<file path="src/rtl/f_fetch_ctrl.sv">
// Fetch-stage sequencer: owns the fetch PC, issues reads to a 1-cycle-latency IM,
// and buffers returned words in a prefetch FIFO that feeds decode via valid/ready.
//
//   state    | meaning
//   ---------+---------------------------------------------------------------
//   ST_FETCH | issuing reads while the PC is legal and the FIFO has room
//   ST_HALT  | address-error entry queued; no issue until the next redirect
`timescale 1ns/1ps
module f_fetch_ctrl #(
    parameter logic [31:0] PC_RESET   = 32'h0000_3000,
    parameter int          ADDR_W     = 12,
    parameter int          FIFO_DEPTH = 2
) (
    input  logic              clk,
    input  logic              reset,
    output logic              im_en,
    output logic [ADDR_W-1:0] im_addr,
    input  logic [31:0]       im_rdata,
    input  logic              d_ready,
    input  logic              redirect,
    input  logic [31:0]       redirect_pc,
    output logic              f_valid,
    output logic [31:0]       f_instr,
    output logic [31:0]       f_pc,
    output logic              f_exc_adel
);
    localparam int PW = $clog2(FIFO_DEPTH);
    localparam int CW = PW + 1;
    localparam int OW = CW + 1;
    localparam logic [63:0] IM_BYTES = 64'd4 << ADDR_W;

    typedef enum logic {ST_FETCH, ST_HALT} fetch_state_t;

    fetch_state_t state, state_nxt;

    logic [31:0]   fetch_pc;
    logic [31:0]   tag_pc;
    logic          inflight;
    logic [31:0]   mem_instr [FIFO_DEPTH];
    logic [31:0]   mem_pc    [FIFO_DEPTH];
    logic          mem_exc   [FIFO_DEPTH];
    logic [PW-1:0] rd_ptr;
    logic [PW-1:0] wr_ptr;
    logic [CW-1:0] count;
    logic [31:0]   hold_instr;
    logic [31:0]   hold_pc;
    logic          hold_exc;

    logic [32:0]   pc_off;
    logic [OW-1:0] occ;
    logic          addr_ok;
    logic          space;
    logic          halt;
    logic          pop;
    logic          ret_push;
    logic          exc_push;
    logic          push;
    logic [31:0]   push_instr;
    logic [31:0]   push_pc;
    logic          push_exc;

    assign pc_off  = {1'b0, fetch_pc} - {1'b0, PC_RESET};
    assign addr_ok = (fetch_pc[1:0] == 2'b00) && !pc_off[32]
                     && ({32'b0, pc_off[31:0]} < IM_BYTES);
    assign im_addr = pc_off[ADDR_W+1:2];

    assign f_valid = (count != '0);
    assign pop     = f_valid & d_ready;
    // Occupancy counts the word already in flight and credits this cycle's pop,
    // which is what lets d_ready feed straight through to im_en.
    assign occ     = {1'b0, count} + OW'(inflight) - OW'(pop);
    assign space   = (occ < OW'(FIFO_DEPTH));
    assign halt    = (state == ST_HALT);

    assign im_en    = !reset && !redirect && !halt && addr_ok && space;
    assign ret_push = inflight && !redirect;
    // The error entry waits for any in-flight word so the FIFO takes one push per edge
    // and the error lands behind the words fetched before it.
    assign exc_push = !addr_ok && !halt && !redirect && !inflight && space;
    assign push     = ret_push || exc_push;

    always_comb begin
        push_instr = im_rdata;
        push_pc    = tag_pc;
        push_exc   = 1'b0;
        if (exc_push) begin
            push_instr = 32'h0;
            push_pc    = fetch_pc;
            push_exc   = 1'b1;
        end
    end

    always_comb begin
        state_nxt = state;
        if (redirect) begin
            state_nxt = ST_FETCH;
        end else if (exc_push) begin
            state_nxt = ST_HALT;
        end
    end

    always_ff @(posedge clk or posedge reset) begin
        if (reset) begin
            state <= ST_FETCH;
        end else begin
            state <= state_nxt;
        end
    end

    always_ff @(posedge clk or posedge reset) begin
        if (reset) begin
            fetch_pc <= PC_RESET;
            tag_pc   <= PC_RESET;
            inflight <= 1'b0;
        end else begin
            inflight <= im_en;
            if (im_en) begin
                tag_pc <= fetch_pc;
            end
            if (redirect) begin
                fetch_pc <= redirect_pc;
            end else if (im_en) begin
                fetch_pc <= fetch_pc + 32'd4;
            end
        end
    end

    always_ff @(posedge clk or posedge reset) begin
        if (reset) begin
            rd_ptr     <= '0;
            wr_ptr     <= '0;
            count      <= '0;
            hold_instr <= 32'h0;
            hold_pc    <= PC_RESET;
            hold_exc   <= 1'b0;
            for (int i = 0; i < FIFO_DEPTH; i++) begin
                mem_instr[i] <= 32'h0;
                mem_pc[i]    <= PC_RESET;
                mem_exc[i]   <= 1'b0;
            end
        end else begin
            if (f_valid) begin
                hold_instr <= mem_instr[rd_ptr];
                hold_pc    <= mem_pc[rd_ptr];
                hold_exc   <= mem_exc[rd_ptr];
            end
            if (redirect) begin
                rd_ptr <= '0;
                wr_ptr <= '0;
                count  <= '0;
            end else begin
                if (push) begin
                    mem_instr[wr_ptr] <= push_instr;
                    mem_pc[wr_ptr]    <= push_pc;
                    mem_exc[wr_ptr]   <= push_exc;
                    wr_ptr            <= wr_ptr + PW'(1);
                end
                if (pop) begin
                    rd_ptr <= rd_ptr + PW'(1);
                end
                count <= count + CW'(push) - CW'(pop);
            end
        end
    end

    // An empty FIFO keeps showing the last head rather than stale storage.
    assign f_instr    = f_valid ? mem_instr[rd_ptr] : hold_instr;
    assign f_pc       = f_valid ? mem_pc[rd_ptr]    : hold_pc;
    assign f_exc_adel = f_valid ? mem_exc[rd_ptr]   : hold_exc;

endmodule

</file>
<file path="config.mk">
export PLATFORM = sky130hd
export DESIGN_NAME = f_fetch_ctrl
export DESIGN_NICKNAME = d
export VERILOG_FILES = /design/src/rtl/f_fetch_ctrl.sv
export SDC_FILE = /design/constraint.sdc
export NUM_CORES = 1
export LEC_CHECK = 0
export CAP_MARGIN = 20
export CELL_PAD_IN_SITES_DETAIL_PLACEMENT = 0
export CELL_PAD_IN_SITES_GLOBAL_PLACEMENT = 2
export CORE_MARGIN = 10
export CORE_UTILIZATION = 37
export DETAILED_ROUTE_END_ITERATION = 8
export PLACE_DENSITY_LB_ADDON = 0.08
export REMOVE_ABC_BUFFERS = 1
export SYNTH_ARGS = -nofsm -noshare
export SYNTH_HDL_FRONTEND = slang
export SYNTH_SLANG_ARGS = --single-unit
</file>
<file path="constraint.sdc">
create_clock -name clk -period 11.55 [get_ports clk]
set_input_delay 1.7325 -clock clk [delete_from_list [all_inputs] [get_ports clk]]
set_output_delay 1.7325 -clock clk [all_outputs]
set_load 0.01 [all_outputs]
</file>
==> results of run 1 <==
## per-stage QoR
step	hold slack [ns]	total power (uW)
after floorplan	0.441	2060
after global placement	0.469	2750
after detailed placement	0.470	2760
after CTS	0.498	3810
after global routing	0.509	3990
final	0.495	3740
## state kept, by name, indices dropped and copies added (netlist names)
signal and flops:
halt 1, mem_pc 64, rd_ptr 1, wr_ptr 1, tag_pc 32, hold_pc 32
fetch_pc 32, mem_exc 2, inflight 1, mem_instr 64, hold_exc 1, hold_instr 32
count 2
## final timing paths
| path | end | slack, ns |
|---|---|---|
| max in group asynchronous | hold_pc[27] | 8.16 |
| worst max register to register | tag_pc[4] | 7.25 |
| min in group asynchronous | fetch_pc[10] | 1.87 |
| worst max-delay path | im_en | 4.71 |
| worst min-delay path | halt | 0.49 |
| worst min register to register | halt | 0.49 |
## area by class of cell
cell class | instances | area [um2]
Tap cell | 396 | 495
Inverter | 8 | 37.5
Multi-Input combinational cell | 586 | 4420
Clock buffer | 45 | 898
Sequential cell | 265 | 6650
Clock inverter | 11 | 185
Timing Repair Buffer | 158 | 1550
Fill cell | 2849 | 16400
## power groups by stage
stage / clock network [uW] / registers (uW) / logic, uW
6_report: 1030 / 1320 / 1390
5_1_grt: 1100 / 1350 / 1540
4_1_cts: 1060 / 1320 / 1430
3_5_place_dp: 0 / 1340 / 1420
3_3_place_gp: 0 / 1340 / 1410
2_1_floorplan: 0 / 1320 / 738
## layer usage
metal / vias up / track usage, % / share of wire [%]
met1: 3906 / 22.7 / 49
met4: 0 / 3.05 / 1.6
met2: 156 / 24.8 / 45
li1: 3615 / - / -
met5: - / 0 / 0
met3: 36 / 2.73 / 4.6
## cell usage in the layout (no fill, tap or decap), types with 3 or more instances in the layout
cell type,synthesis,layout
sky130_fd_sc_hd__dfrtp_1,255,254
sky130_fd_sc_hd__clkdlybuf4s50_1,0,145
sky130_fd_sc_hd__nor2_1,79,79
sky130_fd_sc_hd__a21oi_1,69,69
sky130_fd_sc_hd__mux2i_1,68,68
sky130_fd_sc_hd__nand2b_1,64,64
sky130_fd_sc_hd__a22o_1,64,64
sky130_fd_sc_hd__o221a_1,63,63
sky130_fd_sc_hd__clkbuf_16,0,31
sky130_fd_sc_hd__nor2b_1,22,22
sky130_fd_sc_hd__nand2_1,18,18
sky130_fd_sc_hd__mux2_1,16,16
sky130_fd_sc_hd__mux2_2,16,16
sky130_fd_sc_hd__o21ai_1,12,12
sky130_fd_sc_hd__buf_4,15,12
sky130_fd_sc_hd__nand4_1,11,11
sky130_fd_sc_hd__xor2_1,10,10
sky130_fd_sc_hd__dfstp_2,10,10
sky130_fd_sc_hd__inv_1,8,7
sky130_fd_sc_hd__clkbuf_8,0,7
sky130_fd_sc_hd__clkbuf_1,41,7
sky130_fd_sc_hd__xnor2_1,6,6
sky130_fd_sc_hd__nand3_1,5,5
sky130_fd_sc_hd__and2_1,7,5
sky130_fd_sc_hd__and3_1,5,5
sky130_fd_sc_hd__ha_1,5,5
sky130_fd_sc_hd__bufinv_16,0,5
sky130_fd_sc_hd__nor3_1,4,4
sky130_fd_sc_hd__nor4_1,4,4
sky130_fd_sc_hd__clkinv_2,0,4
sky130_fd_sc_hd__a31oi_1,3,3
## worst max-delay path, cell delays in order
cell and delay, ns:
sky130_fd_sc_hd__clkdlybuf4s50_1 0.47, sky130_fd_sc_hd__and2_1 0.19, sky130_fd_sc_hd__ha_1 0.24, sky130_fd_sc_hd__nand2b_1 0.15, sky130_fd_sc_hd__fa_1 0.39, sky130_fd_sc_hd__xnor2_1 0.14, sky130_fd_sc_hd__nand3b_1 0.22, sky130_fd_sc_hd__nor2_1 0.59
sky130_fd_sc_hd__nand3_4 0.20, sky130_fd_sc_hd__nor2_4 0.20, sky130_fd_sc_hd__clkdlybuf4s50_1 0.58
## logic make-up after synthesis
logic type	after synthesis	share of synthesized area [%]
buffers and inverters	94	4.11
adder cells (fa/ha/maj)	6	0.716
multiplexers	100	9.03
AND/OR/NAND/NOR	235	11.1
flip-flops	265	57.6
AO/OA/AOI/OAI	229	16.2
XOR/XNOR	16	1.22
==> run_summary.xml, run 1 <==
<?xml version="1.0" encoding="UTF-8"?>
<metrics>
  <group name="yosys">
    <metric name="ys_dominant_reg_cell" unit="">sky130_fd_sc_hd__dfrtp_1</metric>
    <metric name="seq_area_frac_synth" unit="%">57.6</metric>
    <metric name="yosysWarningCount" unit="">0</metric>
    <metric name="yosys.cell_count.top_type" unit="">sky130_fd_sc_hd__dfrtp_1</metric>
    <metric name="synth_edf_count" unit="">0</metric>
    <metric name="ys_top_cells_by_area" unit="">sky130_fd_sc_hd__dfrtp_1 55%, sky130_fd_sc_hd__o221a_1 6.2%, sky130_fd_sc_hd__mux2i_1 5.9%, sky130_fd_sc_hd__a22o_1 4.9%, sky130_fd_sc_hd__nand2b_1 3.5%</metric>
    <metric name="synthDominantCellAreaShare" unit="%">55.4</metric>
    <metric name="syn_inst" unit="">945</metric>
    <metric name="postSynthAreaPerCell" unit="um2">12.2</metric>
    <metric name="synthDistinctLibCells" unit="">57</metric>
    <metric name="synth.cell_area" unit="um2">11500</metric>
    <metric name="yosys_reg_bits" unit="">265</metric>
    <metric name="synth_largest_area_cell" unit="">sky130_fd_sc_hd__dfrtp_1</metric>
    <metric name="postSynth.asyncResetShare" unit="%">100</metric>
    <metric name="synthTopCellsByCount" unit="">255 x sky130_fd_sc_hd__dfrtp_1, 79 x sky130_fd_sc_hd__nor2_1, 69 x sky130_fd_sc_hd__a21oi_1, 68 x sky130_fd_sc_hd__mux2i_1</metric>
  </group>
  <group name="floorplan">
    <metric name="die_height" unit="um">197</metric>
    <metric name="start_util" unit="%">37.6</metric>
    <metric name="area_of_the_die" unit="um2">38600</metric>
    <metric name="core_area" unit="um2">30700</metric>
    <metric name="die_w" unit="um">197</metric>
    <metric name="pin_count" unit="">147</metric>
    <metric name="std_cell_rows" unit="">64</metric>
  </group>
  <group name="flow_run">
    <metric name="cap_viol_max_count" unit="">0</metric>
  </group>
  <group name="detailed_routing">
    <metric name="route.detailed.wl_per_inst" unit="um">21.0</metric>
    <metric name="vias" unit="">7713</metric>
    <metric name="firstDrtPassIters" unit="">7</metric>
    <metric name="wl" unit="um">30900</metric>
    <metric name="drcViolationCount" unit="">0</metric>
    <metric name="drt_iter0_markers" unit="">414</metric>
    <metric name="drtAntennaViolNets" unit="">0</metric>
    <metric name="drt-vias-per-instance" unit="">5.25</metric>
  </group>
  <group name="placement">
    <metric name="place_worst_setup_slack" unit="ns">4.69</metric>
    <metric name="placed_area" unit="um2">13100</metric>
    <metric name="total_of_buffers_placed_on_input_and_output_ports" unit="">146</metric>
    <metric name="finalWeightedCongestion" unit="">0.735</metric>
    <metric name="place.detailed.hpwl" unit="um">18700</metric>
    <metric name="dpl.cell_count" unit="">1413</metric>
  </group>
  <group name="status">
    <metric name="run_status" unit="">completed</metric>
  </group>
  <group name="critical_path">
    <metric name="worst_r2r_path_depth" unit="">12</metric>
    <metric name="cp-start-kind" unit="">input port</metric>
    <metric name="critical_path.max_fanout" unit="">9</metric>
    <metric name="crit_required" unit="ns">9.82</metric>
    <metric name="worst_r2r_startpoint" unit="">count[1]</metric>
    <metric name="worst_setup_path_end_kind" unit="">output pin</metric>
    <metric name="setup.worst_path.start" unit="">d_ready</metric>
    <metric name="critPathArrivalTime" unit="ns">5.11</metric>
    <metric name="criticalPathCategory" unit="">in2out</metric>
  </group>
  <group name="sta">
    <metric name="achievable-frequency" unit="GHz">0.146</metric>
    <metric name="post-route-worst-setup-slack" unit="ns">4.71</metric>
    <metric name="finalClockSkew" unit="ns">0.0106</metric>
    <metric name="setup-tns-final" unit="ns">0</metric>
    <metric name="maxSlewViolCount" unit="">0</metric>
    <metric name="worst-slew-pin-transition" unit="ns">1.08</metric>
    <metric name="rsz0062_at_grt" unit="">false</metric>
    <metric name="period_minus_slack" unit="ns">6.84</metric>
    <metric name="timing.max_slew.rel_slack" unit="%">28.1</metric>
    <metric name="finalSetupViolCount" unit="">0</metric>
    <metric name="finalHoldViolations" unit="">0</metric>
    <metric name="fin_crit_sh" unit="%">59.2</metric>
  </group>
  <group name="grt">
    <metric name="antenna_found_initial" unit="">0</metric>
    <metric name="grt_first_pass_wirelength" unit="um">49700</metric>
    <metric name="largest_net_degree_at_the_start_of_global_routing" unit="">128</metric>
    <metric name="gr-usage-all-layers" unit="%">15.9</metric>
    <metric name="first_global_vias" unit="">8077</metric>
    <metric name="grt-ovfl-total" unit="">0</metric>
  </group>
  <group name="cts">
    <metric name="cts_tree" unit="">done</metric>
    <metric name="cts.root.buffer_cell" unit="">sky130_fd_sc_hd__clkbuf_16</metric>
    <metric name="cts.repair_timing.setup_buffer_count" unit="">0</metric>
    <metric name="cts.repair.resized" unit="">0</metric>
    <metric name="cts.hold.buffers_added" unit="">0</metric>
    <metric name="clockBufferDepth" unit="">3</metric>
    <metric name="htree_levels" unit="">1</metric>
    <metric name="clk-insertion-delay-late" unit="ns">0.55</metric>
    <metric name="cts_made_buffers" unit="">30</metric>
    <metric name="clock_sink_count" unit="">265</metric>
    <metric name="worst_setup_hold_path_clk_slew" unit="ns">0.06</metric>
  </group>
  <group name="final_layout">
    <metric name="final_util" unit="%">46.4</metric>
    <metric name="flow.area_growth_from_synthesis" unit="%">23.4</metric>
    <metric name="final_layout_size_suffix_gt1_share" unit="%">9.97</metric>
    <metric name="design.final.nets" unit="">1123</metric>
    <metric name="post_layout_instance_area" unit="um2">14200</metric>
    <metric name="layout.cells.non_filler" unit="">1469</metric>
    <metric name="insertedDiodeCount" unit="">0</metric>
  </group>
  <group name="power_and_ir_drop">
    <metric name="power_frac_clock" unit="%">27.6</metric>
    <metric name="power_leakage" unit="uW">0.00586</metric>
    <metric name="power_density" unit="nW/um2">263</metric>
    <metric name="p_int" unit="uW">2520</metric>
    <metric name="comb_power_share" unit="%">37.1</metric>
    <metric name="vdd_drop_max" unit="mV">0.140</metric>
    <metric name="swShare" unit="%">32.6</metric>
    <metric name="seqPwrFrac" unit="%">35.3</metric>
    <metric name="switchingPower" unit="uW">1220</metric>
  </group>
  <group name="min_path">
    <metric name="hold_path_startpoint" unit="">halt</metric>
    <metric name="class_of_the_tightest_hold_or_removal_check" unit="">reg2reg</metric>
    <metric name="min_delay_path_depth" unit="">1</metric>
  </group>
</metrics>
Power figures use the tool's default switching activity.
==> run 2, diff against run 1 <==
==> constraint.sdc (replaced) <==
create_clock -name clk -period 7 [get_ports clk]
set_input_delay 1.05 -clock clk [delete_from_list [all_inputs] [get_ports clk]]
set_output_delay 1.05 -clock clk [all_outputs]
set_load 0.01 [all_outputs]
==> run 2 against run 1 <==
Compared with the run above:
- register-to-register slack lost 4.6 ns
- clock-buffer cell count up 4
- non-clock buffer count is 1 lower
- setup slack got worse by 3.3 ns
- die area stayed put
- clock skew increased by 0.0019 ns
==> run_summary.xml, run 2 (synthesis gave the netlist of run 1 again) <==
<?xml version="1.0" encoding="UTF-8"?>
<metrics>
  <group name="status">
    <metric name="run_status" unit="">completed</metric>
  </group>
  <group name="sta">
    <metric name="maxSlewViolCount" unit="">0</metric>
    <metric name="finalSetupViolCount" unit="">0</metric>
    <metric name="worst-slew-pin-transition" unit="ns">0.954</metric>
    <metric name="achievable-frequency" unit="GHz">0.180</metric>
    <metric name="post-route-worst-setup-slack" unit="ns">1.46</metric>
    <metric name="finalHoldViolations" unit="">0</metric>
    <metric name="rsz0062_at_grt" unit="">false</metric>
    <metric name="fin_crit_sh" unit="%">79.2</metric>
    <metric name="finalClockSkew" unit="ns">0.0126</metric>
    <metric name="timing.max_slew.rel_slack" unit="%">36.4</metric>
    <metric name="period_minus_slack" unit="ns">5.54</metric>
  </group>
  <group name="detailed_routing">
    <metric name="drcViolationCount" unit="">0</metric>
    <metric name="route.detailed.wl_per_inst" unit="um">21.3</metric>
    <metric name="drt-vias-per-instance" unit="">5.25</metric>
    <metric name="wl" unit="um">31100</metric>
    <metric name="vias" unit="">7680</metric>
    <metric name="firstDrtPassIters" unit="">4</metric>
    <metric name="drtAntennaViolNets" unit="">0</metric>
    <metric name="drt_iter0_markers" unit="">460</metric>
  </group>
  <group name="placement">
    <metric name="place.detailed.hpwl" unit="um">18500</metric>
    <metric name="finalWeightedCongestion" unit="">0.722</metric>
    <metric name="place_worst_setup_slack" unit="ns">1.47</metric>
    <metric name="total_of_buffers_placed_on_input_and_output_ports" unit="">146</metric>
  </group>
  <group name="floorplan">
    <metric name="die_height" unit="um">197</metric>
    <metric name="std_cell_rows" unit="">64</metric>
    <metric name="area_of_the_die" unit="um2">38600</metric>
    <metric name="die_w" unit="um">197</metric>
    <metric name="start_util" unit="%">37.6</metric>
    <metric name="core_area" unit="um2">30700</metric>
    <metric name="pin_count" unit="">147</metric>
  </group>
  <group name="critical_path">
    <metric name="critPathArrivalTime" unit="ns">4.49</metric>
    <metric name="cp-start-kind" unit="">flop</metric>
    <metric name="critical_path.max_fanout" unit="">49</metric>
    <metric name="criticalPathCategory" unit="">reg2out</metric>
    <metric name="worst_setup_path_end_kind" unit="">output pin</metric>
    <metric name="crit_required" unit="ns">5.95</metric>
  </group>
  <group name="final_layout">
    <metric name="final_layout_size_suffix_gt1_share" unit="%">9.18</metric>
    <metric name="flow.area_growth_from_synthesis" unit="%">22.1</metric>
    <metric name="mostFrequentLayoutCell" unit="">sky130_fd_sc_hd__dfrtp_1</metric>
    <metric name="reg_top3" unit="">mem_instr: 64 flops, mem_pc: 64 flops</metric>
    <metric name="mostFrequentLayoutCells" unit="">254 x sky130_fd_sc_hd__dfrtp_1, 145 x sky130_fd_sc_hd__clkdlybuf4s50_1, 79 x sky130_fd_sc_hd__nor2_1</metric>
    <metric name="insertedDiodeCount" unit="">0</metric>
    <metric name="final_util" unit="%">45.9</metric>
    <metric name="design.final.nets" unit="">1122</metric>
  </group>
  <group name="cts">
    <metric name="cts_tree" unit="">done</metric>
    <metric name="htree_levels" unit="">1</metric>
    <metric name="clockBufferDepth" unit="">3</metric>
    <metric name="cts.root.buffer_cell" unit="">sky130_fd_sc_hd__clkbuf_16</metric>
    <metric name="cts.hold.buffers_added" unit="">0</metric>
    <metric name="cts.repair_timing.setup_buffer_count" unit="">0</metric>
    <metric name="clock_sink_count" unit="">265</metric>
    <metric name="clk-insertion-delay-late" unit="ns">0.55</metric>
    <metric name="cts.repair.resized" unit="">0</metric>
    <metric name="worst_setup_hold_path_clk_slew" unit="ns">0.06</metric>
    <metric name="cts_made_buffers" unit="">30</metric>
  </group>
  <group name="power_and_ir_drop">
    <metric name="power_leakage" unit="uW">0.00580</metric>
    <metric name="power_density" unit="nW/um2">423</metric>
    <metric name="vdd_drop_max" unit="mV">0.235</metric>
    <metric name="p_total" unit="uW">5960</metric>
  </group>
  <group name="flow_run">
    <metric name="cap_viol_max_count" unit="">0</metric>
  </group>
  <group name="grt">
    <metric name="first_global_vias" unit="">8182</metric>
    <metric name="grt_first_pass_wirelength" unit="um">50000</metric>
    <metric name="largest_net_degree_at_the_start_of_global_routing" unit="">138</metric>
    <metric name="gr-usage-all-layers" unit="%">15.9</metric>
    <metric name="antenna_found_initial" unit="">0</metric>
    <metric name="grt-ovfl-total" unit="">0</metric>
  </group>
  <group name="min_path">
    <metric name="class_of_the_tightest_hold_or_removal_check" unit="">reg2reg</metric>
  </group>
</metrics>
## run 2: final timing paths
kind                               start      endpoint  slack [ns]  depth (start not counted)
worst max-delay path            count[1]         im_en        1.46                         11
worst min-delay path                halt          halt        0.48                          1
worst max register to register  count[1]     tag_pc[8]        2.67                         12
worst min register to register      halt          halt        0.48                          1
max in group asynchronous          reset  fetch_pc[24]        4.50                          3
min in group asynchronous          reset    hold_pc[8]        1.22                          2
## run 2: per-layer routing
metal	up-vias	track usage [%]	routed length (um)
li1	3619	-	-
met1	3911	23.1	15400
met2	124	24.7	14000
met3	26	2.80	1260
met4	0	2.91	421
met5	-	0	0
## run 2: metrics by stage
| step | hold slack [ns] | instances | instance area, um2 | TNS, ns |
|---|---|---|---|---|
| after global placement | 0.463 | 1412 | 13100 | 0 |
| final | 0.480 | 1463 | 14100 | 0 |
| after detailed placement | 0.470 | 1412 | 13100 | 0 |
| after global routing | 0.507 | 1463 | 14100 | 0 |
| after floorplan | 0.441 | 859 | 11100 | -339.24 |
| after CTS | 0.485 | 1463 | 14100 | 0 |
## run 2: cell type report
class	instances	area, um2
Tap cell	396	495
Sequential cell	265	6650
Inverter	8	37.5
Multi-Input combinational cell	586	4420
Timing Repair Buffer	157	1550
Clock inverter	2	10.0
Fill cell	2874	16600
Clock buffer	49	923
## run 2: report_power, final
group / total [uW] / switching (uW) / internal [uW]
registers: 2200 / 237 / 1970
clock network: 1490 / 606 / 887
logic: 2260 / 1140 / 1130
total: 5960 / 1980 / 3980
## run 2: critical path, stage by stage, from the launching register on
cell and delay, ns:
sky130_fd_sc_hd__dfrtp_1 0.44, sky130_fd_sc_hd__or2_4 0.52, sky130_fd_sc_hd__and2_1 0.28, sky130_fd_sc_hd__ha_1 0.24, sky130_fd_sc_hd__nand2b_1 0.15, sky130_fd_sc_hd__fa_1 0.39, sky130_fd_sc_hd__xnor2_1 0.14, sky130_fd_sc_hd__nand3b_1 0.22
sky130_fd_sc_hd__nor2_1 0.60, sky130_fd_sc_hd__nand3_4 0.20, sky130_fd_sc_hd__nor2_4 0.19, sky130_fd_sc_hd__clkdlybuf4s50_1 0.57
==> run 3, diff against run 2 <==
==> constraint.sdc (replaced) <==
create_clock -name clk -period 5.8 [get_ports clk]
set_input_delay 0.87 -clock clk [delete_from_list [all_inputs] [get_ports clk]]
set_output_delay 0.87 -clock clk [all_outputs]
set_load 0.01 [all_outputs]
==> run 3 against run 2 <==
Compared with the run above:
- critical path depth grew 1
- clock skew grew 0.0018 ns
- sequential share of layout area shrank 0.61 points
- total power grew 24%
- wire length grew 0.21%
- core utilization grew 0.60 points
==> run_summary.xml, run 3 (synthesis gave the netlist of run 1 again) <==
<?xml version="1.0" encoding="UTF-8"?>
<metrics>
  <group name="detailed_routing">
    <metric name="route.detailed.wl_per_inst" unit="um">21.1</metric>
    <metric name="drt_iter0_markers" unit="">356</metric>
    <metric name="drt-vias-per-instance" unit="">5.22</metric>
    <metric name="drtAntennaViolNets" unit="">0</metric>
    <metric name="wl" unit="um">31200</metric>
    <metric name="drcViolationCount" unit="">0</metric>
    <metric name="firstDrtPassIters" unit="">4</metric>
    <metric name="vias" unit="">7706</metric>
  </group>
  <group name="cts">
    <metric name="clockBufferDepth" unit="">3</metric>
    <metric name="clk-insertion-delay-late" unit="ns">0.55</metric>
    <metric name="cts.repair_timing.setup_buffer_count" unit="">0</metric>
    <metric name="cts.root.buffer_cell" unit="">sky130_fd_sc_hd__clkbuf_16</metric>
    <metric name="cts_made_buffers" unit="">30</metric>
    <metric name="cts.hold.buffers_added" unit="">0</metric>
    <metric name="htree_levels" unit="">1</metric>
    <metric name="cts_tree" unit="">done</metric>
    <metric name="cts.repair.resized" unit="">0</metric>
    <metric name="worst_setup_hold_path_clk_slew" unit="ns">0.06</metric>
    <metric name="clock_sink_count" unit="">265</metric>
  </group>
  <group name="placement">
    <metric name="dpl.cell_count" unit="">1417</metric>
    <metric name="place.detailed.hpwl" unit="um">18800</metric>
    <metric name="placed_area" unit="um2">13200</metric>
    <metric name="finalWeightedCongestion" unit="">0.728</metric>
    <metric name="total_of_buffers_placed_on_input_and_output_ports" unit="">146</metric>
  </group>
  <group name="final_layout">
    <metric name="reg_top3" unit="">mem_instr: 64 flops, mem_pc: 64 flops</metric>
    <metric name="layout.cells.non_filler" unit="">1475</metric>
    <metric name="multi_input_area" unit="um2">4420</metric>
    <metric name="layout.area.seq" unit="um2">6650</metric>
    <metric name="flow.area_growth_from_synthesis" unit="%">23.7</metric>
    <metric name="final_layout_size_suffix_gt1_share" unit="%">10.5</metric>
    <metric name="final_util" unit="%">46.5</metric>
    <metric name="mostFrequentLayoutCells" unit="">254 x sky130_fd_sc_hd__dfrtp_1, 145 x sky130_fd_sc_hd__clkdlybuf4s50_1, 79 x sky130_fd_sc_hd__nor2_1</metric>
    <metric name="mostFrequentLayoutCell" unit="">sky130_fd_sc_hd__dfrtp_1</metric>
    <metric name="fillerInstances" unit="">2838</metric>
    <metric name="post_layout_instance_area" unit="um2">14300</metric>
    <metric name="design.final.nets" unit="">1128</metric>
  </group>
  <group name="critical_path">
    <metric name="critical_path.max_fanout" unit="">45</metric>
    <metric name="crit_required" unit="ns">4.93</metric>
    <metric name="cp-start-kind" unit="">flop</metric>
    <metric name="critPathArrivalTime" unit="ns">4.19</metric>
    <metric name="worst_setup_path_end_kind" unit="">output pin</metric>
    <metric name="criticalPathCategory" unit="">reg2out</metric>
  </group>
  <group name="grt">
    <metric name="grt_first_pass_wirelength" unit="um">49400</metric>
    <metric name="gr-usage-all-layers" unit="%">15.8</metric>
    <metric name="first_global_vias" unit="">8148</metric>
    <metric name="largest_net_degree_at_the_start_of_global_routing" unit="">94</metric>
    <metric name="grt-ovfl-total" unit="">0</metric>
    <metric name="antenna_found_initial" unit="">0</metric>
  </group>
  <group name="floorplan">
    <metric name="area_of_the_die" unit="um2">38600</metric>
    <metric name="pin_count" unit="">147</metric>
    <metric name="die_w" unit="um">197</metric>
    <metric name="std_cell_rows" unit="">64</metric>
    <metric name="start_util" unit="%">37.6</metric>
    <metric name="die_height" unit="um">197</metric>
    <metric name="core_area" unit="um2">30700</metric>
  </group>
  <group name="sta">
    <metric name="period_minus_slack" unit="ns">5.06</metric>
    <metric name="finalClockSkew" unit="ns">0.0144</metric>
    <metric name="maxSlewViolCount" unit="">0</metric>
    <metric name="worst-slew-pin-transition" unit="ns">1.07</metric>
    <metric name="worst_hold_slack" unit="ns">0.484</metric>
    <metric name="timing.max_slew.rel_slack" unit="%">28.4</metric>
    <metric name="rsz0062_at_grt" unit="">false</metric>
    <metric name="achievable-frequency" unit="GHz">0.198</metric>
    <metric name="finalSetupViolCount" unit="">0</metric>
    <metric name="fin_crit_sh" unit="%">87.2</metric>
    <metric name="finalHoldViolations" unit="">0</metric>
  </group>
  <group name="status">
    <metric name="run_status" unit="">completed</metric>
  </group>
  <group name="power_and_ir_drop">
    <metric name="vdd_drop_max" unit="mV">0.373</metric>
    <metric name="power_leakage" unit="uW">0.00589</metric>
    <metric name="power_density" unit="nW/um2">518</metric>
    <metric name="p_total" unit="uW">7390</metric>
  </group>
  <group name="min_path">
    <metric name="class_of_the_tightest_hold_or_removal_check" unit="">reg2reg</metric>
  </group>
  <group name="flow_run">
    <metric name="cap_viol_max_count" unit="">0</metric>
  </group>
</metrics>
run 3: metrics by stage:
stage,setup TNS [ns],setup slack [ns]
final,0,0.741
after global routing,0,0.484
after CTS,0,0.680
after detailed placement,0,0.951
after global placement,0,0.957
after floorplan,-602.42,-2.35
run 3: critical path, cell delays in order (launching register included):
cell,delay [ns]
sky130_fd_sc_hd__dfrtp_1,0.45
sky130_fd_sc_hd__or2_4,0.49
sky130_fd_sc_hd__and2_1,0.28
sky130_fd_sc_hd__ha_1,0.24
sky130_fd_sc_hd__nand2b_1,0.15
sky130_fd_sc_hd__fa_1,0.39
sky130_fd_sc_hd__xnor2_1,0.16
sky130_fd_sc_hd__nand3b_1,0.24
sky130_fd_sc_hd__nor2_1,0.17
sky130_fd_sc_hd__buf_4,0.19
sky130_fd_sc_hd__nand3_4,0.13
sky130_fd_sc_hd__nor2_4,0.17
sky130_fd_sc_hd__clkdlybuf4s50_1,0.57
run 3: layer usage:
metal,share of wire (%),track usage (%),vias to the layer above
met2,44,24.0,145
met3,4.4,2.89,32
met4,1.6,3.05,0
li1,-,-,3641
met1,50,23.2,3888
met5,0,0,-
run 3: final cells by class:
class,instances,share of cell area (%)
antenna,1,0.0175
clock buffer,46,6.46
tap,396,3.47
inverter,8,0.263
multi-input combinational,586,31.0
timing repair buffer,163,11.3
sequential,265,46.6
clock inverter,10,0.895
run 3: path summary, 6_finish.rpt:
check / startpoint / end / slack [ns] / cells after the start
worst min-delay path: halt / halt / 0.48 / 1
worst max register to register: count[1] / mem_pc[49] / 1.66 / 12
worst min register to register: halt / halt / 0.48 / 1
max in group asynchronous: reset / tag_pc[15] / 3.77 / 3
min in group asynchronous: reset / mem_pc[4] / 0.91 / 2
worst max-delay path: count[1] / im_en / 0.74 / 12
run 3: report_power, final:
group	switching [uW]	total (uW)	internal [uW]
Clock	761	1980	1220
Sequential	266	2640	2370
Combinational	1400	2770	1380
==> RTL change 1, RTL diff (config.mk and constraints of run 1) <==
Set the parameter `ADDR_W` to 11 (it was 12).
--- a/src/rtl/f_fetch_ctrl.sv
+++ b/src/rtl/f_fetch_ctrl.sv
@@ -9,5 +9,5 @@
 module f_fetch_ctrl #(
     parameter logic [31:0] PC_RESET   = 32'h0000_3000,
-    parameter int          ADDR_W     = 12,
+    parameter int          ADDR_W     = 11,
     parameter int          FIFO_DEPTH = 2
 ) (
Ports: changed (resized im_addr); port bits go from 147 to 146. No check against the original RTL was run, so the function may have changed too.
==> RTL change 1 against run 1 <==
- total power is 8.1% higher
- synthesized area is 12% higher
- wire length is 21% higher
- sequential cell count stayed put
- via count is 29% higher
- design area is 9.9% higher
- hold slack better by 0.0048 ns
- setup slack better by 0.35 ns
- critical path type unchanged
- largest power group unchanged
==> RTL change 1: results (changes against run 1) <==
Setup path
  – Endpoint of the worst register-to-register path: count[1]$_DFF_PP0_
  – Launch point of the worst reg-to-reg path: fetch_pc[12]$_DFFE_PP1N_
  – R2R Setup Slk: 6.66 ns (-0.59 ns)
  – Endpoint arrival time on the critical path: 4.76 ns (-0.35 ns)
  – Critical Path Fanout Max: 19 (+10)

Clocking
  – Cells resized by post-CTS repair: 0 (unchanged)
  – Number of clock buffers inserted by TritonCTS: 31 (+3.3%)
  – Insertion delay of the later-clocked pin in the worst-skew pair: 0.58 ns (+0.03 ns)

Global route
  – Pin count of the biggest net entering global routing: 139 (+8.6%)
  – Number of global-route vias before repair: 10,299 (+28%)
  – First-pass GRT wire length: 60.1 mm (+21%)
  – GRT Total Usage: 0.175 (+0.0158)

Worst hold path
  – Worst hold start: mem_instr[24]$_DFFE_PP0P_
  – Min-Delay Endpoint: mem_instr[24]$_DFFE_PP0P_

Routing
  – Routed length per placed instance: 20.8 µm (-1.1%)
  – Starting DRC count in detailed routing: 562 (+36%)
  – Vias after detailed routing: 9,930 (+29%)
  – First drt pass iteration count: 5 (-2)

Power
  – Leakage power summed over all cells: 0.00603 µW (+2.8%)
  – Reported net switching power: 1450 µW (+19%)
  – Highest ir drop seen on vdd: 0.000151 V (+7.7%)

Final layout
  – Number of nets in the finished design: 1,397 (+24%)
  – Layout cells sized above 1: 0.0980 (-0.00172)
  – Filler Cells Inserted: 3,316 (+16%)

STA
  – Worst-case clock skew: 0.0137 ns (+0.00306 ns)
  – Worst-case hold slack: 0.499 ns (+0.00482 ns)

Place
  – Port bufs: 145 (-0.68%)
  – Area after detailed placement: 0.0146 mm² (+11%)
  – Setup WS pre-CTS: 5.00 ns (+0.310 ns)
  – Sum of net half-perimeters after detailed placement: 22.0 mm (+18%)

Run status
  – Status: finished clean

Yosys
  – Post-synth top cells: 255 x sky130_fd_sc_hd__dfrtp_1, 150 x sky130_fd_sc_hd__nor2_1, 80 x sky130_fd_sc_hd__clkbuf_1
  – Top cells by area in the synthesized netlist: sky130_fd_sc_hd__dfrtp_1 49%, sky130_fd_sc_hd__mux2i_1 5.6%, sky130_fd_sc_hd__nor2_1 4.4%
  – Sequential element share of the synthesized area: 0.514 (-0.0621)
RTL change 1: cell count changes after synthesis, moves of 23 or more:
cell,change
sky130_fd_sc_hd__o221a_1,-63
sky130_fd_sc_hd__clkbuf_1,+39
sky130_fd_sc_hd__o21ai_0,+55
sky130_fd_sc_hd__nand2_1,+33
sky130_fd_sc_hd__a221oi_1,+23
sky130_fd_sc_hd__or3_1,+28
sky130_fd_sc_hd__a21o_1,+63
sky130_fd_sc_hd__nor3_1,+35
sky130_fd_sc_hd__a211oi_1,+27
sky130_fd_sc_hd__nand2b_1,-60
sky130_fd_sc_hd__nor2_1,+71
RTL change 1: worst max path at each step:
stage	from	endpoint	slack, ns	cells past startpoint
global route	d_ready	im_en	4.82	11
detailed placement	d_ready	im_en	5.00	11
floorplan	reset	im_en	1.25	3
finish	d_ready	im_en	5.06	11
CTS	d_ready	im_en	4.99	11
global placement	d_ready	im_en	5.05	11
RTL change 1: cell type report:
class | instances | area [µm²] | area share
flip-flops and latches | 265 | 6650 | 0.425
multi-input cells | 850 | 5690 | 0.364
repair buffers | 163 | 1610 | 0.103
clock buffers | 46 | 912 | 0.0583
well taps | 455 | 569 | 0.0364
clock inverters | 11 | 145 | 0.00928
inverters | 12 | 52.6 | 0.00336
RTL change 1: cell families (layout without fill, tap and decap cells):
family	count (synthesis)	count (layout)	synth area share
simple gates	352	352	0.130
buf+inv	137	232	0.0490
xor+xnor	7	7	0.00474
fa+ha+maj	6	6	0.00639
compound gates	381	381	0.212
flops	265	265	0.514
mux	104	104	0.0837
RTL change 1: worst max-delay path, cell delays in order:
cell	delay, ns
sky130_fd_sc_hd__clkdlybuf4s50_1	0.45
sky130_fd_sc_hd__and2_1	0.18
sky130_fd_sc_hd__ha_1	0.25
sky130_fd_sc_hd__nand2b_1	0.15
sky130_fd_sc_hd__fa_1	0.41
sky130_fd_sc_hd__xnor2_1	0.21
sky130_fd_sc_hd__and3_1	0.19
sky130_fd_sc_hd__buf_4	0.28
sky130_fd_sc_hd__nand3_4	0.21
sky130_fd_sc_hd__inv_2	0.12
sky130_fd_sc_hd__clkdlybuf4s50_1	0.56
RTL change 1: power groups by stage:
stage | registers, µW | clock network, µW | logic (µW)
after floorplan | 1350 | 0 | 964
after global placement | 1370 | 0 | 1680
after detailed placement | 1370 | 0 | 1690
after CTS | 1360 | 1040 | 1700
after global routing | 1390 | 1090 | 1860
final | 1350 | 1020 | 1680
RTL change 1: routing by layer:
layer,vias up,GRT usage,share of wire
met3,35,0.0254,0.041
met1,4969,0.248,0.48
met5,-,0,0
met4,0,0.0339,0.015
met2,193,0.279,0.47
li1,4733,-,-
==> RTL change 2, RTL diff (settings of run 1) <==
Without the edit above. Reset style: synchronous (`reset`), changed in 3 clocked blocks.
--- a/src/rtl/f_fetch_ctrl.sv
+++ b/src/rtl/f_fetch_ctrl.sv
@@ -100,5 +100,5 @@
     end
 
-    always_ff @(posedge clk or posedge reset) begin
+    always_ff @(posedge clk) begin
         if (reset) begin
             state <= ST_FETCH;
@@ -108,5 +108,5 @@
     end
 
-    always_ff @(posedge clk or posedge reset) begin
+    always_ff @(posedge clk) begin
         if (reset) begin
             fetch_pc <= PC_RESET;
@@ -126,5 +126,5 @@
     end
 
-    always_ff @(posedge clk or posedge reset) begin
+    always_ff @(posedge clk) begin
         if (reset) begin
             rd_ptr     <= '0;
Behaviour: differs if reset is asserted again (counterexample within 4 cycles, from zero or initial values and one cycle with reset high); with reset held inactive, the same outputs for 4 cycles.
==> RTL change 2 against run 1 <==
- synthesized area down 0.75%
- setup slack better by 0.075 ns
- fmax up 1.1%
- clock skew up 0.0014 ns
- sequential cell count up 1
- wire length down 3.6%
- cell count up 5.9%
- synthesized cell count up 9.4%
- design area down 1.0%
- register-to-register slack better by 0.06 ns
- critical path type unchanged
Power is not compared: it rests on default switching activity, and its combinational part moved more than twofold at a synthesized area within 25%.
==> RTL change 2: results (changes against run 1) <==
Yosys
  – Fraction of synthesized area in multiplexers: 0.0639 (-0.0264)
  – Post-synthesis share of cell area spent on xor and xnor gates: 0.00459 (-0.00756)
  – Top cells by area in the synthesized netlist: sky130_fd_sc_hd__edfxtp_1 34%, sky130_fd_sc_hd__dfxtp_1 24%, sky130_fd_sc_hd__mux2i_1 6.4%
  – Post-synth top cells: 136 x sky130_fd_sc_hd__dfxtp_1, 130 x sky130_fd_sc_hd__edfxtp_1, 104 x sky130_fd_sc_hd__nand2_1
  – Post-synthesis cell type count: 64 (+12%)
  – Number of enable flip-flop cells after synthesis: 130 (+130)
  – Average cell area after synthesis: 11.1 µm² (-9.3%)
  – Compound-Gate Fraction of Synth Area: 0.127 (-0.0352)
  – Adder-Cell Fraction of Synth Area: 0.00612 (-0.00104)
  – Share of synthesized flip-flops with an asynchronous set or reset: 0 (-1.00)
  – Sequential element share of the synthesized area: 0.579 (+0.00282)

Routing
  – Routed Wire Length: 29.8 mm (-3.6%)
  – Vias after detailed routing: 7,906 (+2.5%)
  – Starting DRC count in detailed routing: 291 (-30%)
  – Routed length per placed instance: 19.1 µm (-9.0%)
  – First drt pass iteration count: 4 (-3)

Final layout
  – Number of nets in the finished design: 1,209 (+7.7%)
  – Layout cells sized above 1: 0.0716 (-0.0282)
  – Filler Cells Inserted: 2,851 (+0.070%)

Run status
  – Status: finished clean

Setup path
  – Critical path's slowest cell: sky130_fd_sc_hd__clkdlybuf4s50_1
  – Kind of cell adding the most delay to the critical path: simple AND/OR/NAND/NOR gates
  – Critical Path Fanout Max: 11 (+2)
  – Endpoint arrival time on the critical path: 5.03 ns (-0.08 ns)
  – Launch point of the worst reg-to-reg path: count[1]$_SDFF_PP0_
  – Delay of the slowest critical-path stage: 0.56 ns (-0.03 ns)

Place
  – Port bufs: 146 (unchanged)
  – Sum of net half-perimeters after detailed placement: 18.7 mm (about the same)
  – Area after detailed placement: 0.0131 mm² (-0.27%)
  – Cell count after placement: 1,500 (+6.2%)
  – Final estimated routing congestion in global placement: 0.787 (+7.1%)

Die
  – Initial cell density of the core: 0.374 (-0.00184)

Worst hold path
  – Worst hold start: tag_pc[16]$_SDFFE_PP0P_

STA
  – Worst-case clock skew: 0.0121 ns (+0.00144 ns)
  – Normalized max-slew margin: 0.330 (+0.0488)

Global route
  – Number of global-route vias before repair: 8,063 (-0.17%)
  – Pin count of the biggest net entering global routing: 73 (-43%)
  – GRT Total Usage: 0.152 (-0.00703)
  – First-pass GRT wire length: 47.3 mm (-4.9%)

Clocking
  – Cells resized by post-CTS repair: 0 (unchanged)
[RTL change 2: cell type report]
class / instances / area [µm²] / share of cell area
Sequential cell: 266 / 6630 / 0.471
Multi-Input combinational cell: 659 / 4340 / 0.308
Timing Repair Buffer: 160 / 1560 / 0.111
Clock buffer: 46 / 892 / 0.0634
Tap cell: 396 / 495 / 0.0352
Clock inverter: 10 / 81.3 / 0.00578
Inverter: 19 / 78.8 / 0.00560
[RTL change 2: cell families after synthesis]
logic type	after synthesis
AOI/OAI and AO/OA	209
xor gates and xnor gates	6
adders and majority gates	5
buffers and inverters	109
DFF	266
muxes	73
and+or+nand+nor	366
[RTL change 2: worst paths after layout]
| kind | slack [ns] | end | cells after the start |
|---|---|---|---|
| setup / recovery | 4.78 | im_en | 11 |
| hold / removal | 0.46 | tag_pc[16]$_SDFFE_PP0P_ | 1 |
| setup reg to reg | 7.31 | mem_pc[0][22]$_SDFFCE_PN0P_ | 14 |
| hold reg to reg | 0.46 | tag_pc[16]$_SDFFE_PP0P_ | 1 |
[RTL change 2: per-layer routing]
layer  wire [µm]  global-route usage  part of all wire
met5           0                   0                 0
met4         501              0.0331             0.017
met3        1390              0.0286             0.047
met2       14200               0.257              0.48
met1       13700               0.197              0.46
[RTL change 2: stage by stage]
stage | worst slack [ns] | total power (µW)
floorplan | 3.24 | 1240
global placement | 4.78 | 1410
detailed placement | 4.78 | 1410
CTS | 4.76 | 2350
global route | 4.54 | 2420
finish | 4.78 | 2310
[RTL change 2: power by group]
| part | internal (µW) | switching (µW) | leakage, µW | total (µW) |
|---|---|---|---|---|
| registers | 1040 | 32.0 | 0.00244 | 1070 |
| logic | 144 | 168 | 0.00228 | 313 |
| clock network | 552 | 377 | 0.000480 | 930 |
